File: config.mk
export PLATFORM = sky130hd
export DESIGN_NAME = simple_design_exerciser
export DESIGN_NICKNAME = d
export VERILOG_FILES = /design/src/rtl/simple_design_pkg.sv /design/src/rtl/simple_design_exerciser.sv
export SDC_FILE = /design/constraint.sdc
export NUM_CORES = 1
export LEC_CHECK = 0
export CAP_MARGIN = 10
export CORE_MARGIN = 2
export CORE_UTILIZATION = 56
export CTS_BUF_LIST = sky130_fd_sc_hd__clkbuf_2 sky130_fd_sc_hd__clkbuf_4 sky130_fd_sc_hd__clkbuf_8
export CTS_CLUSTER_DIAMETER = 150
export DETAILED_ROUTE_END_ITERATION = 8
export PLACE_DENSITY = 0.93
export SKIP_LAST_GASP = 1
export SYNTH_ARGS = -nofsm -noshare
export SYNTH_HDL_FRONTEND = slang
export SYNTH_SLANG_ARGS = --single-unit
File: constraint.sdc
create_clock -name clk -period 3.58 [get_ports clk]
set_clock_uncertainty 0.05 [all_clocks]
set_input_delay 1.074 -clock clk [delete_from_list [all_inputs] [get_ports clk]]
set_output_delay 1.074 -clock clk [all_outputs]
set_load 0.01 [all_outputs]
File: src/rtl/simple_design_pkg.sv
// Shared widths, golden table and FSM encoding for the simple_design exerciser.
package simple_design_pkg;

    localparam int unsigned VEC_W   = 3;
    localparam int unsigned OBS_W   = 4;
    localparam int unsigned NUM_VEC = 8;
    localparam int unsigned FAIL_W  = 4;
    localparam int unsigned TBL_W   = NUM_VEC * OBS_W;

    localparam logic [TBL_W-1:0] EXPECTED_DEFAULT = 32'hF1A3_A821;

    typedef enum logic [1:0] {
        IDLE   = 2'd0,
        SETTLE = 2'd1,
        SAMPLE = 2'd2,
        DONE   = 2'd3
    } exer_state_t;

    // Nibble v of the table is the expected {oa,ob,oc,od} for stimulus v = {i1,i2,i3}.
    function automatic logic [OBS_W-1:0] expected_obs(input logic [TBL_W-1:0] tbl,
                                                      input logic [VEC_W-1:0] v);
        return tbl[OBS_W*32'(v) +: OBS_W];
    endfunction

endpackage

File: src/rtl/simple_design_exerciser.sv
// Sweeps all eight {i1,i2,i3} vectors into simple_design, holds each for SETTLE_CYCLES,
// samples {oa,ob,oc,od} for one cycle and accumulates pass/fail results.
module simple_design_exerciser
    import simple_design_pkg::*;
#(
    parameter int unsigned       SETTLE_CYCLES = 2,
    parameter logic [TBL_W-1:0]  EXPECTED      = EXPECTED_DEFAULT
) (
    input  logic              clk,
    input  logic              rst_n,
    input  logic              start,
    input  logic              oa,
    input  logic              ob,
    input  logic              oc,
    input  logic              od,
    output logic              i1,
    output logic              i2,
    output logic              i3,
    output logic              busy,
    output logic              done,
    output logic              pass,
    output logic [FAIL_W-1:0] fail_count,
    output logic [VEC_W-1:0]  first_fail_vec,
    output logic [OBS_W-1:0]  first_fail_obs
);

    localparam int unsigned      CNT_W       = (SETTLE_CYCLES > 1) ? $clog2(SETTLE_CYCLES) : 1;
    localparam logic [CNT_W-1:0] SETTLE_LAST = CNT_W'(SETTLE_CYCLES - 1);
    localparam logic [VEC_W-1:0] VEC_LAST    = VEC_W'(NUM_VEC - 1);

    exer_state_t       state_q, state_d;
    logic [VEC_W-1:0]  vec_q, vec_d;
    logic [CNT_W-1:0]  cnt_q, cnt_d;
    logic [FAIL_W-1:0] fail_q, fail_d;
    logic [VEC_W-1:0]  ffv_q, ffv_d;
    logic [OBS_W-1:0]  ffo_q, ffo_d;
    logic              pass_q, pass_d;
    logic              done_q, done_d;
    logic              busy_q, busy_d;

    logic [OBS_W-1:0]  obs_c;
    logic [OBS_W-1:0]  exp_c;
    logic              mismatch_c;
    logic              settle_done_c;
    logic              last_vec_c;
    logic              accept_c;

    assign obs_c         = {oa, ob, oc, od};
    assign exp_c         = expected_obs(EXPECTED, vec_q);
    assign mismatch_c    = (obs_c != exp_c);
    assign settle_done_c = (cnt_q == SETTLE_LAST);
    assign last_vec_c    = (vec_q == VEC_LAST);
    assign accept_c      = start && ((state_q == IDLE) || (state_q == DONE));

    always_ff @(posedge clk or negedge rst_n) begin
        if (!rst_n) begin
            state_q <= IDLE;
        end else begin
            state_q <= state_d;
        end
    end

    always_comb begin
        state_d = state_q;
        unique case (state_q)
            IDLE, DONE: if (start)         state_d = SETTLE;
            SETTLE:     if (settle_done_c) state_d = SAMPLE;
            SAMPLE:     state_d = last_vec_c ? DONE : SETTLE;
            default:    state_d = IDLE;
        endcase
    end

    // Datapath/output next values; the stimulus outputs are vec_q itself.
    always_comb begin
        vec_d  = vec_q;
        cnt_d  = cnt_q;
        fail_d = fail_q;
        ffv_d  = ffv_q;
        ffo_d  = ffo_q;
        pass_d = pass_q;
        done_d = done_q;
        busy_d = busy_q;

        if (accept_c) begin
            vec_d  = '0;
            cnt_d  = '0;
            fail_d = '0;
            ffv_d  = '0;
            ffo_d  = '0;
            pass_d = 1'b0;
            done_d = 1'b0;
            busy_d = 1'b1;
        end else if (state_q == SETTLE) begin
            cnt_d = settle_done_c ? '0 : cnt_q + CNT_W'(1);
        end else if (state_q == SAMPLE) begin
            if (mismatch_c) begin
                fail_d = fail_q + FAIL_W'(1);
                if (fail_q == '0) begin
                    ffv_d = vec_q;
                    ffo_d = obs_c;
                end
            end
            if (last_vec_c) begin
                done_d = 1'b1;
                busy_d = 1'b0;
                pass_d = (fail_d == '0);
            end else begin
                vec_d = vec_q + VEC_W'(1);
            end
        end
    end

    always_ff @(posedge clk or negedge rst_n) begin
        if (!rst_n) begin
            vec_q  <= '0;
            cnt_q  <= '0;
            fail_q <= '0;
            ffv_q  <= '0;
            ffo_q  <= '0;
            pass_q <= 1'b0;
            done_q <= 1'b0;
            busy_q <= 1'b0;
        end else begin
            vec_q  <= vec_d;
            cnt_q  <= cnt_d;
            fail_q <= fail_d;
            ffv_q  <= ffv_d;
            ffo_q  <= ffo_d;
            pass_q <= pass_d;
            done_q <= done_d;
            busy_q <= busy_d;
        end
    end

    assign {i1, i2, i3}   = vec_q;
    assign busy           = busy_q;
    assign done           = done_q;
    assign pass           = pass_q;
    assign fail_count     = fail_q;
    assign first_fail_vec = ffv_q;
    assign first_fail_obs = ffo_q;

endmodule
# --- After elaboration in Yosys (flattened, before gate mapping) ---
# Index checks and enable logic that the tools add are counted.
# Widths: inputs -> output; s select.
word_totals:
  ff_bits: 20
  input_bits: 7
  output_inout_bits: 17
op_classes:
  add_sub_neg: 3
  n_eq_ne: 9
  n_shift: 1
  muxes: 40
  reduce_logical: 16
op_table:
  columns: ["operator", "n"]
  rows:
  - ["$mux 4", 12]
  - ["$shiftx 32x6->4 const A", 1]
  - ["$mux 3", 9]
  - ["$mux 1", 15]
  - ["$reduce_bool 2->1", 5]
  - ["$logic_not 4->1", 2]
  - ["$mux 2", 3]
  - ["$ne 2x2->1 const B", 3]
  - ["$pmux 2 s3", 1]
  - ["$reduce_and 3->1", 2]
  - ["$add 4x1->4 const B", 1]
  - ["$eq 2x2->1 const B", 2]
  - ["$ne 4x4->1", 1]
  - ["$reduce_and 2->1", 2]
  - ["$reduce_and 4->1", 1]
  - ["$add 3x1->3 const B", 1]
  - ["$eq 3x3->1 const B", 1]
  - ["$eq 2x1->1 const B", 1]
  - ["$logic_not 2->1", 1]
  - ["$ne 2x1->1 const B", 1]
  - ["$reduce_or 2->1", 1]
  - ["$add 1x1->1 const B", 1]
  - ["$logic_and 1x1->1", 1]
  - ["$logic_or 1x1->1", 1]

# --- Depth between registers and ports, before layout ---
# Gate-level depths: netlist of run 1.
logic_depth:
  word_depth: 11
  depth_mapped: 8
  depth_no_buf: 7

# --- Worst setup path after synthesis of run 1 ---
# No wires, ideal clock.
synth_path:
  kind: "input-to-reg"
  from: "input od"
  to: "register ffo_q[0] (netlist: first_fail_obs[0])"
  setup_time_ps: 121
  t_arrival_ps: 2259
  path_slack_ps: 1150
  stages: 5
  path_cell_list: "nand2b_1 -> a41oi_1 -> a211oi_4 -> o31a_4 -> a22o_2"
synth_between:
  elab_chain_cells: 5
synth_rtl:
  columns: ["item", "line", "text"]
  rows:
  - ["start, declared", "simple_design_exerciser.sv:15", "input logic od,"]
  - ["$mux 4", "simple_design_exerciser.sv:98", "if (fail_q == '0) begin"]
  - ["$mux 4", "simple_design_exerciser.sv:96", "if (mismatch_c) begin"]
  - ["$mux 4", "simple_design_exerciser.sv:95", "end else if (state_q == SAMPLE) begin"]
  - ["$mux 4", "simple_design_exerciser.sv:93", "end else if (state_q == SETTLE) begin"]
  - ["$mux 4", "simple_design_exerciser.sv:84", "if (accept_c) begin"]
  - ["end signal, assigned", "simple_design_exerciser.sv:128", "ffo_q <= ffo_d;"]
  - ["end, declared", "simple_design_exerciser.sv:36", "logic [OBS_W-1:0] ffo_q, ffo_d;"]
# Parallel ways exist; a longest one is shown, timed or not. The select of a mux whose other input is x is not followed.
# A chain may end at the register's enable or synchronous reset.

# --- Worst setup path after layout of run 1 ---
layout_path:
  from: "input od"
  to: "register ffo_q[2] (netlist: first_fail_obs[2])"
layout_between:
  elab_chain_cells: 3
layout_rtl:
  columns: ["item", "line", "text"]
  rows:
  - ["$ne 4x4->1", "simple_design_exerciser.sv:50", "assign mismatch_c = (obs_c != exp_c);"]
  - ["$reduce_bool 2->1 (no source line)", null, null]
  - ["$reduce_and 4->1 (no source line)", null, null]
# No other way between the ends.

==> qor.txt, run 1 <==
Sink Count = 20
number of global-route vias before repair = 960
fraction of the cycle the final worst path needs = 76.8%
residual DRC count = 0
via/cell ratio = 5.74
Min-Delay Endpoint = done
I/O pins = 24
PortBufs = 23
antenna violations before repair = 0
pin count of the biggest net entering global routing = 21
die area = 0.00243 mm^2
chip height = 49.3 um
Clock Path Buffers = 2
Final HPWL DP = 1840 um
worst setup margin = 0.830 ns
global-route wire length before repair = 4390 um
sequential element share of the synthesized area = 43.6%
sw frac = 42.1%
Cells after Synth = 116
CP Capture Type = flop
share of cells above drive strength 1 = 10.6%
Tot GR Track Use = 23.7%
Crit path buffers/inverters = 2
Synth area leader = dfrtp_1
Final ANT Viol Nets = 0
core area = 0.00194 mm^2
leakage power = 0.602 nW
Num CTS Buffers = 3
P_int = 0.550 mW
net count reported at finish = 157
clock slew at reported path FFs = 0.11 ns
Fin Setup TNS = 0 ns
Area Growth Syn to Fin = 25.2%
status = finished, final reports clean
syn avg cell area = 9.89 um^2
slowest cell delay on critical path = 0.53 ns
Setup CP Type = input port to flop
cell area after synthesis = 0.00115 mm^2
hold violation count in the final report = 0
dpl cells = 164
Synth area leaders = dfrtp_1 44%, ha_1 8.7%, a22o_2 6.1%
Logic pwr share = 47.4%
Synth Net Count = 131
crit-path cells = clkdlybuf4s50_1 > inv_1 > a221o_1 > a211oi_4 > nor3_2 > a22o_2
Antenna diodes = 0
final wirelength = 2500 um
#FFs+latches synth = 20
fraction of post-synthesis cell area in the top cell type by area = 43.6%
# Max-Cap Violations = 0
Sw Pwr = 0.400 mW
postcts setup bufs = 0
std cell rows = 16
Resized cells post-CTS = 0
Post-synth EDFFs = 0
Main synth FF type = dfrtp_1
Die W = 49.3 um
Worst IR Drop VDD = 0.000455 V
DR WL/cell = 14.9 um
clock share of power = 14.2%
Worst path slowest cell = clkdlybuf4s50_1
pwr/cell area = 661 mW/mm^2
Final Non-Filler Cells = 168
min-delay src = done
CP arrival = 2.91 ns
Root Buffer = clkbuf_4
Reg power frac = 38.4%
initial DRC count = 33
async set or reset register ratio after synthesis = 100%
slew margin rel. = 42.1%
RSZ-0062 raised after global routing = false
clock latency at the later pin of the worst-skew pair = 0.31 ns
Yosys cell types = 32
critical path's top delay family = compound AO/OA/AOI/OAI gates
CP Launch Type = input port
Reg2Reg Depth = 7
FF-to-FF Start = vec_q[1]
max frequency = 364 MHz
Placer Congestion = 0.788
Reg2Reg Capture Point = first_fail_obs[2]
Initial Util = 59.1%
pre-CTS setup slack = 0.511 ns
maximum net fanout on the critical path = 10
gr ovfl total = 0
H-tree depth = 1
DR vias = 965
Final setup viols = 0
hold path depth = 1
CTS tree = built
FF-to-FF setup slack = 1.35 ns
Critical Path RT = 3.74 ns
Initial DRT Pass Iterations = 4
minimum clock period = 2.75 ns
hold buffer count at CTS = 0
Worst Tran Pin Value = 0.866 ns
Syn. warnings = 0
Slew Viols, Final = 0
Min-Delay Path Class = flop to flop
layout make-up:
class / count / area (um^2)
multi-input cells: 80 / 583
fillers: 145 / 505
flip-flops and latches: 20 / 500
repair buffers: 23 / 230
inverters: 14 / 52.6
clock buffers: 4 / 36.3
well taps: 27 / 33.8
Yosys cell counts (2+ instances only):
cell,count
a21oi_1,5
a22o_2,7
dfrtp_1,20
ha_1,8
inv_1,14
mux2i_1,2
nand2_1,12
nand2b_1,3
nand3_1,5
nor2_1,5
o21ai_0,6
o21ai_1,2
o22ai_1,3
o311ai_0,2
or4_1,2
xnor2_1,4
power by group through the flow:
stage	Clock [mW]	Combinational [mW]	Sequential (mW)
global route	0.149	0.511	0.372
detailed placement	0	0.449	0.366
floorplan	0	0.294	0.359
global placement	0	0.430	0.359
CTS	0.135	0.452	0.362
finish	0.135	0.450	0.365
worst reg2reg max path, delay by kind of cell (launching register included):
family | cells | cell delay (ns)
AO/OA/AOI/OAI | 3 | 0.79
flip-flops | 1 | 0.50
AND/OR/NAND/NOR | 1 | 0.17
XOR/XNOR | 1 | 0.13
adder cells (fa/ha/maj) | 2 | 0.47
placed cells by master (no fill, tap or decap), types with 4 or more instances in the layout:
cell             count
o21ai_0              6
nor2_1               5
a22o_2               7
ha_1                 8
inv_1               14
clkdlybuf4s50_1     23
nand2_1             12
nand3_1              5
xnor2_1              4
dfrtp_1             20
a21oi_1              5
layer usage:
| layer | share of wire [%] | vias up | GRT usage (%) |
|---|---|---|---|
| met5 | 0 | - | 0 |
| met4 | 1.9 | 0 | 11.4 |
| met3 | 5.0 | 5 | 3.37 |
| met2 | 51 | 32 | 38.7 |
| met1 | 42 | 462 | 30.8 |
| li1 | - | 466 | - |
cells by family (layout without fill, tap and decap cells):
| logic type | Yosys count | count (layout) | share of synthesized area, % |
|---|---|---|---|
| AND/OR/NAND/NOR | 33 | 33 | 14.5 |
| AO/OA/AOI/OAI | 32 | 32 | 22.0 |
| flip-flops | 20 | 20 | 43.6 |
| buffers and inverters | 16 | 41 | 5.56 |
| adder cells (fa/ha/maj) | 8 | 8 | 8.72 |
| XOR/XNOR | 5 | 5 | 3.82 |
| multiplexers | 2 | 2 | 1.74 |
stage by stage:
stage                     hold WS, ns  area (um^2)  util (%)  power, mW
after global routing            0.484         1440      74.0       1.03
after detailed placement        0.434         1400      72.1      0.815
after CTS                       0.459         1440      74.0      0.949
after global placement          0.429         1400      72.1      0.789
final                           0.456         1440      74.0      0.950
after floorplan                 0.425         1150         -      0.653
state kept, by name, summed over array words and instances (netlist names):
name and flops:
state_q 2, fail_count 4, busy 1, first_fail_obs 4, done 1, first_fail_vec 3
pass 1, cnt_q 1, vec_q 3
worst max path at each step:
stage          startpoint                 to  slack (ns)  cells after the start
2_1_floorplan          od  first_fail_obs[0]        1.15                      5
3_3_place_gp           od  first_fail_obs[0]        0.55                      6
3_5_place_dp           od  first_fail_obs[1]        0.51                      6
4_1_cts                od  first_fail_obs[2]        0.84                      6
5_1_grt                od  first_fail_obs[2]        0.74                      6
6_report               od  first_fail_obs[2]        0.83                      6
(Power assumes the default switching activity.)
==> inputs of run 2 (changes only) <==
Settings changed: CORE_UTILIZATION 56 to 47, PLACE_DENSITY 0.93 to 0.84.
Clock period 3.58 ns to 2.23 ns, I/O delays scaled along.
==> run 2 against run 1 <==
Effect of this change:
- cell area up 5.7%
- clock-buffer cell count unchanged
- register-to-register slack worse by 1.3 ns
- die area is 18% higher
- largest power group unchanged
- clock power is 59% higher
==> qor.txt, run 2 (synthesis results as in run 1) <==
status = finished, final reports clean
Worst Tran Pin Value = 0.425 ns
Worst path depth = 1
CP Launch Type = flop
Final ANT Viol Nets = 0
H-tree depth = 1
clock latency at the later pin of the worst-skew pair = 0.31 ns
Setup CP Type = flop to primary output
crit path to = i1
Area Growth Syn to Fin = 32.4%
source of the critical timing path = vec_q[2]
Tot GR Track Use = 19.5%
leakage power = 0.649 nW
max frequency = 463 MHz
std cell rows = 17
Power, Total = 1.60 mW
die area = 0.00285 mm^2
critical path's top delay family = buffers and inverters
# Max-Cap Violations = 0
clock slew at reported path FFs = 0.11 ns
net count reported at finish = 166
Die W = 53.4 um
crit-path cells = clkdlybuf4s50_1
initial DRC count = 24
Antenna diodes = 0
hold buffer count at CTS = 0
final wirelength = 2500 um
Sink Count = 20
pin count of the biggest net entering global routing = 21
antenna violations before repair = 0
pwr/cell area = 1050 mW/mm^2
fill cell count = 187
sw frac = 40.8%
Worst IR Drop VDD = 0.000938 V
Min-Delay Path Class = flop to flop
gr ovfl total = 0
Initial Util = 50.9%
global-route wire length before repair = 4020 um
share of cells above drive strength 1 = 18.7%
Final HPWL DP = 1910 um
Num CTS Buffers = 3
DR vias = 991
Logic pwr share = 51.2%
Final setup viols = 0
CP Capture Type = primary output
minimum clock period = 2.16 ns
Crit path buffers/inverters = 1
Sw Pwr = 0.651 mW
slew margin rel. = 71.5%
hold violation count in the final report = 0
RSZ-0062 raised after global routing = false
clock share of power = 13.5%
number of global-route vias before repair = 905
CTS tree = built
chip height = 53.4 um
commonest non-fill, non-tap cell in the layout = clkdlybuf4s50_1
Slew Viols, Final = 0
hold path depth = 1
I/O pins = 24
Clock Path Buffers = 2
P_int = 0.945 mW
Placer Congestion = 0.844
Initial DRT Pass Iterations = 4
maximum net fanout on the critical path = 8
CP arrival = 1.44 ns
fraction of the cycle the final worst path needs = 96.9%
Worst path slowest cell = clkdlybuf4s50_1
Reg2Reg Depth = 8
FF-to-FF setup slack = 0.10 ns
commonest cells after routing, fill and taps aside = 20 x clkdlybuf4s50_1, 19 x dfrtp_1, 14 x inv_1, 12 x nand2_1, 9 x buf_4
via/cell ratio = 5.57
core area = 0.00225 mm^2
Core Util, Final = 67.4%
Critical Path RT = 1.51 ns
Reg2Reg Capture Point = first_fail_vec[0]
FF-to-FF Start = vec_q[1]
Reg power frac = 35.3%
PortBufs = 23
Fin Hold WS = 0.462 ns
residual DRC count = 0
DR WL/cell = 14.0 um
Root Buffer = clkbuf_4
slowest cell delay on critical path = 0.61 ns
-- run 2: cell types whose count changed in the layout (fill, tap and decap cells not counted), sizes merged --
cell / delta
dlygate4sd2: +3
buf: +9
clkdlybuf4s50: -3
-- run 2: cell type report --
cell class | count | area, um^2 | area share, %
inverter | 14 | 52.6 | 3.46
clock buffer | 4 | 36.3 | 2.39
multi-input combinational | 80 | 599 | 39.5
timing repair buffer | 32 | 294 | 19.4
sequential | 20 | 502 | 33.0
tap | 28 | 35.0 | 2.31
-- run 2: stage by stage --
stage / setup TNS, ns / instances / cell area [um^2] / setup WS, ns
3_5_place_dp: -4.52 / 171 / 1450 / -0.422
3_3_place_gp: -4.32 / 171 / 1450 / -0.398
2_1_floorplan: 0 / 116 / 1150 / 0.128
4_1_cts: 0 / 176 / 1500 / 0.0167
6_report: 0 / 178 / 1520 / 0.0684
5_1_grt: 0 / 178 / 1520 / 0.00667
-- run 2: worst min path at each step --
stage,startpoint,endpoint
2_1_floorplan,rst_n,busy
3_3_place_gp,done,done
3_5_place_dp,done,done
4_1_cts,done,done
5_1_grt,done,done
6_report,done,done
-- run 2: repair_timing --
item,CTS,global route
endpoints found under the setup margin,10,7
resized for setup,6,2
setup buffers,1,2
pin swaps,2,0
-- run 2: per-layer routing --
metal | part of all wire [%] | track usage, %
met2 | 50 | 32.1
met5 | 0 | 0
met1 | 42 | 25.6
met3 | 6.2 | 3.67
met4 | 1.4 | 5.98
-- run 2: power groups by stage --
stage	clock, mW	combinational (mW)	sequential [mW]
2_1_floorplan	0	0.472	0.577
3_3_place_gp	0	0.757	0.564
3_5_place_dp	0	0.782	0.573
4_1_cts	0.212	0.792	0.568
5_1_grt	0.231	0.910	0.575
6_report	0.215	0.818	0.564
==> inputs of run 3 (changes only) <==
Settings changed: CTS_CLUSTER_SIZE from default to 16.
==> results of run 3 <==
Same layout as run 2: the final DEF is identical, and so are final timing and power.
